$ cat config.mk
export PLATFORM = sky130hd
export DESIGN_NAME = cla_seq_adder64
export DESIGN_NICKNAME = d
export VERILOG_FILES = /design/src/rtl/cla_seq_adder64_pkg.sv /design/src/rtl/carry_look_ahead_16bit.sv /design/src/rtl/cla_seq_adder64.sv
export SDC_FILE = /design/constraint.sdc
export NUM_CORES = 1
export LEC_CHECK = 0
export BUFFER_PORTS_ARGS = -buffer_cell sky130_fd_sc_hd__buf_2
export CAP_MARGIN = 20
export CELL_PAD_IN_SITES_DETAIL_PLACEMENT = 1
export CELL_PAD_IN_SITES_GLOBAL_PLACEMENT = 1
export CORE_MARGIN = 2
export CORE_UTILIZATION = 36
export DETAILED_ROUTE_END_ITERATION = 10
export PLACE_DENSITY = 0.74
export SYNTH_ARGS = -nofsm -noshare
export SYNTH_HDL_FRONTEND = slang
export SYNTH_SLANG_ARGS = --single-unit
$ cat constraint.sdc
create_clock -name clk -period 2.55 [get_ports clk]
set_clock_uncertainty 0.05 [all_clocks]
set_input_delay 0.51 -clock clk [delete_from_list [all_inputs] [get_ports clk]]
set_output_delay 0.51 -clock clk [all_outputs]
set_load 0.02 [all_outputs]
$ cat src/rtl/cla_seq_adder64_pkg.sv
// Shared constants for the sequential CLA adder: slice width and FSM state encoding.
package cla_pkg;

  localparam int SLICE_W = 16;

  localparam logic [1:0] ST_IDLE = 2'd0;
  localparam logic [1:0] ST_RUN  = 2'd1;
  localparam logic [1:0] ST_DONE = 2'd2;

endpackage

$ cat src/rtl/carry_look_ahead_16bit.sv
// 16-bit carry-lookahead adder: four 4-bit lookahead groups chained by group P/G.
module carry_look_ahead_16bit (
  input  logic [15:0] a,
  input  logic [15:0] b,
  input  logic        cin,
  output logic [15:0] sum,
  output logic        cout
);

  logic [15:0] g;
  logic [15:0] p;
  logic [15:0] c;
  logic [4:0]  c_grp;

  assign g        = a & b;
  assign p        = a ^ b;
  assign c_grp[0] = cin;

  generate
    for (genvar gi = 0; gi < 4; gi++) begin : g_group
      localparam int B = 4 * gi;
      logic gg;
      logic gp;

      // Carries inside a group are flattened so each depends only on the group carry-in.
      assign c[B]     = c_grp[gi];
      assign c[B + 1] = g[B] | (p[B] & c_grp[gi]);
      assign c[B + 2] = g[B + 1] | (p[B + 1] & g[B]) | (p[B + 1] & p[B] & c_grp[gi]);
      assign c[B + 3] = g[B + 2] | (p[B + 2] & g[B + 1]) | (p[B + 2] & p[B + 1] & g[B])
                      | (p[B + 2] & p[B + 1] & p[B] & c_grp[gi]);

      assign gg = g[B + 3] | (p[B + 3] & g[B + 2]) | (p[B + 3] & p[B + 2] & g[B + 1])
                | (p[B + 3] & p[B + 2] & p[B + 1] & g[B]);
      assign gp = &p[B +: 4];
      assign c_grp[gi + 1] = gg | (gp & c_grp[gi]);
    end
  endgenerate

  assign sum  = p ^ c;
  assign cout = c_grp[4];

endmodule

$ cat src/rtl/cla_seq_adder64.sv
// Multi-cycle WIDTH-bit adder: one 16-bit CLA slice per cycle, LSB chunk first,
// with valid/ready handshakes on operand and result sides.
module cla_seq_adder64
  import cla_pkg::*;
#(
  parameter int WIDTH = 64,
  parameter int SLICE = SLICE_W
) (
  input  logic             clk,
  input  logic             rst_n,
  input  logic             in_valid,
  output logic             in_ready,
  input  logic [WIDTH-1:0] a,
  input  logic [WIDTH-1:0] b,
  input  logic             cin,
  output logic             out_valid,
  input  logic             out_ready,
  output logic [WIDTH-1:0] sum,
  output logic             cout,
  output logic             ovf
);

  localparam int N_SLICES = WIDTH / SLICE;
  localparam int CNT_W    = (N_SLICES > 1) ? $clog2(N_SLICES) : 1;

  logic [1:0]       state_reg, state_next;
  logic [CNT_W-1:0] cnt_reg, cnt_next;
  logic [WIDTH-1:0] a_reg, a_next;
  logic [WIDTH-1:0] b_reg, b_next;
  logic [WIDTH-1:0] sum_reg, sum_next;
  logic             carry_reg, carry_next;
  logic             a_msb_reg, a_msb_next;
  logic             b_msb_reg, b_msb_next;
  logic             cout_reg, cout_next;
  logic             ovf_reg, ovf_next;

  logic [SLICE-1:0] slice_sum;
  logic             slice_cout;

  carry_look_ahead_16bit u_cla (
    .a    (a_reg[SLICE-1:0]),
    .b    (b_reg[SLICE-1:0]),
    .cin  (carry_reg),
    .sum  (slice_sum),
    .cout (slice_cout)
  );

  always_comb begin
    state_next = state_reg;
    cnt_next   = cnt_reg;
    a_next     = a_reg;
    b_next     = b_reg;
    sum_next   = sum_reg;
    carry_next = carry_reg;
    a_msb_next = a_msb_reg;
    b_msb_next = b_msb_reg;
    cout_next  = cout_reg;
    ovf_next   = ovf_reg;
    case (state_reg)
      ST_IDLE: begin
        if (in_valid) begin
          a_next     = a;
          b_next     = b;
          carry_next = cin;
          a_msb_next = a[WIDTH-1];
          b_msb_next = b[WIDTH-1];
          cnt_next   = '0;
          state_next = ST_RUN;
        end
      end
      ST_RUN: begin
        // Each slice result enters at the top, so after N_SLICES shifts chunk 0 sits at the bottom.
        sum_next   = {slice_sum, sum_reg[WIDTH-1:SLICE]};
        a_next     = a_reg >> SLICE;
        b_next     = b_reg >> SLICE;
        carry_next = slice_cout;
        cnt_next   = cnt_reg + 1'b1;
        if (cnt_reg == CNT_W'(N_SLICES - 1)) begin
          cout_next  = slice_cout;
          ovf_next   = a_msb_reg ^ b_msb_reg ^ slice_sum[SLICE-1] ^ slice_cout;
          state_next = ST_DONE;
        end
      end
      ST_DONE: begin
        if (out_ready) state_next = ST_IDLE;
      end
      default: state_next = ST_IDLE;
    endcase
  end

  always_ff @(posedge clk) begin
    if (!rst_n) begin
      state_reg <= ST_IDLE;
      cnt_reg   <= '0;
      a_reg     <= '0;
      b_reg     <= '0;
      sum_reg   <= '0;
      carry_reg <= 1'b0;
      a_msb_reg <= 1'b0;
      b_msb_reg <= 1'b0;
      cout_reg  <= 1'b0;
      ovf_reg   <= 1'b0;
    end else begin
      state_reg <= state_next;
      cnt_reg   <= cnt_next;
      a_reg     <= a_next;
      b_reg     <= b_next;
      sum_reg   <= sum_next;
      carry_reg <= carry_next;
      a_msb_reg <= a_msb_next;
      b_msb_reg <= b_msb_next;
      cout_reg  <= cout_next;
      ovf_reg   <= ovf_next;
    end
  end

  // Handshake flags come straight from the state register, so no input reaches an output combinationally.
  assign in_ready  = (state_reg == ST_IDLE);
  assign out_valid = (state_reg == ST_DONE);
  assign sum       = sum_reg;
  assign cout      = cout_reg;
  assign ovf       = ovf_reg;

endmodule

==> results.cfg <==
[outcome]
status = finished, violations left
violations = negative setup slack

[clock_network]
clkSinkCount = 201
cts.path.max_buffers = 3
clkLatencyLatePin_ns = 0.51
htreeDepth = 1
numCtsBuffers = 23
hold_buffers = 0
root_buffer = clkbuf_16
cts_tree = built
path_clk_slew_ns = 0.06

[floorplanning]
initial_core_util_pct = 36.6
core_um2 = 24200
dieArea_um2 = 25900
ios = 201
rows = 57
die_y_um = 161
die_width_um = 161

[final_layout]
fin_cells = 1584
multiInputGateArea_um2 = 4580
drive_gt1_share_pct = 23.9
final_util_pct = 46.2
finalNetCount = 1396
nFillCells = 2979
syn_to_final_growth_pct = 26.4
final-seq-area_um2 = 4030

[route]
ant_nets = 0
drc = 0
drt_iter0_drc = 430
via_per_inst = 5.14
routedWlPerCell_um = 17.6
drt_pass1_iterations = 5
drt_wl_total_um = 27900
routed-via-count = 8139

[synthesis]
ys_types = 43
synthCells = 1064
syn_nets = 1218
synth_top_area_share_pct = 45.4
synth-seq-cells = 201
avgSynthCellArea_um2 = 8.34
synth_edf_count = 0
synth_area_leader_cell = dfxtp_1
synth_area_leaders = dfxtp_1 (45%), nand2_1 (15%), o211a_1 (11%)
ys.flop_type = dfxtp_1
ys_seq_area_share_pct = 45.4
yosysWarnings = 0
async_reset_ff_share_pct = 0
syn_area_um2 = 8870

[global_routing]
grt_pass1_wl_um = 43600
grt_antenna_before_repair = 3
grt_max_degree = 77
overflow = 0
grt_usage_pct = 20.9
grt_pass1_vias = 8093

[critical_path]
r2r_start = b_reg[0]
reg2reg_to = ovf
r2r_cells = 10
crit_fanout = 3
arrival_ns = 2.94
cp-end-kind = flop
critPathLaunchType = flop
worstSetupPathType = reg2reg
r2r_slack_ns = -0.02
crit_required_ns = 2.92

[power_and_ir_drop]
combPwrFrac_pct = 16.6
power_mw = 8.05
power.switching_mw = 2.20
peakVddDrop_mv = 0.355
p_leak_nw = 5.60
seqPwrFrac_pct = 43.7
power_density_nw_per_um2 = 718
p_int_mw = 5.85
clkPwrFrac_pct = 39.7
swShare_pct = 27.4

[timing]
setup_tns_ns = -0.0234
grt_setup_unrepaired = true
whs_ns = 0.203
max_freq_mhz = 389
slew_headroom_pct = 61.3
final-hold-violation-count = 0
min_period_ns = 2.57
worstMarginPinSlew_ns = 0.581
setup_viol_count_final = 1
final.period_utilization_pct = 101
worst_slack_ns = -0.0234
maxSlewViolCount = 0

[placed_design]
routabilityCongestion = 0.824
place_inst = 1537
hpwl_um = 19800
portBuffers = 200

[min_path]
hold_depth = 3
worstHoldEndpoint = b_reg[51]
hp-start = b[51]
hold_path_class = in2reg

[job]
cap_violations = 0
-- Yosys cell counts, drive strengths merged (3+ instances only) --
cell type / instances
a211oi: 3
a21boi: 88
a21o: 5
a21oi: 7
and2: 7
buf: 10
clkbuf: 79
dfxtp: 201
fa: 4
ha: 17
inv: 4
nand2: 346
nand3: 127
nor2: 11
nor2b: 6
o211a: 100
o21a: 4
o21ai: 14
xnor2: 9
xor2: 3
-- per-stage QoR --
stage               cell area [um2]  setup slack, ns
global placement              10400          -0.0988
CTS                           11200           0.0196
finish                        11200          -0.0234
global route                  11200          -0.0594
detailed placement            10400           -0.114
floorplan                      8870          0.00424
-- per-layer routing --
layer | track usage (%) | vias up | part of all wire (%)
met5 | 0 | - | 0
met4 | 5.64 | 0 | 2.4
met3 | 3.62 | 48 | 5.7
met2 | 34.8 | 192 | 47
met1 | 28.1 | 3901 | 45
li1 | - | 3998 | -
-- cell families after synthesis --
family | count (synthesis) | share of synthesized area, %
simple gates | 505 | 23.8
compound gates | 230 | 22.1
flops | 201 | 45.4
buf+inv | 94 | 4.17
fa+ha+maj | 21 | 3.30
xor+xnor | 12 | 1.18
mux | 1 | 0.113
-- power groups by stage --
stage / Combinational, mW / Sequential, mW / Clock [mW]
after floorplan: 0.781 / 3.56 / 0
after global placement: 1.26 / 3.58 / 0
after detailed placement: 1.29 / 3.59 / 0
after CTS: 1.32 / 3.52 / 3.27
after global routing: 1.48 / 3.54 / 3.39
final: 1.34 / 3.52 / 3.19
-- critical path: stages (launching register included) --
cell and delay, ns:
dfxtp_2 0.33, ha_4 0.25, a211oi_4 0.27, o21ai_2 0.13, a2111oi_4 0.38, buf_4 0.18, o21ai_2 0.08, a31oi_4 0.23
mux2i_2 0.28, nand4b_1 0.17, o221ai_1 0.13
-- what timing repair did --
| action | 4_1_cts | 5_1_grt |
|---|---|---|
| pin swaps | 7 | 8 |
| endpoints found under the setup margin | 3 | 6 |
| setup buffers | 2 | 2 |
| resized for setup | 10 | 9 |
-- cell usage in the layout (no fill, tap or decap), types with 9 or more instances in the layout --
cell type / instances
nand2_1: 344
dfxtp_1: 199
buf_2: 199
nand3_1: 127
o211a_1: 100
a21boi_0: 88
buf_4: 33
clkbuf_16: 23
ha_1: 14
nor2_1: 10
buf_12: 10
xnor2_1: 9
clkbuf_1: 9
-- area by class of cell --
type	instances	area share, %
multi-input combinational	769	40.9
sequential	201	35.9
timing repair buffer	243	13.0
clock buffer	37	6.05
tap	324	3.62
clock inverter	3	0.357
inverter	4	0.134
antenna	3	0.0670
-- how the worst max path moves through the flow --
stage,from,end
floorplan,a_reg[0],sum[61]
global placement,a_reg[7],sum[61]
detailed placement,a_reg[0],sum[61]
CTS,b_reg[0],sum[61]
global route,b_reg[0],ovf
finish,b_reg[0],ovf
(Power assumes the default switching activity.)
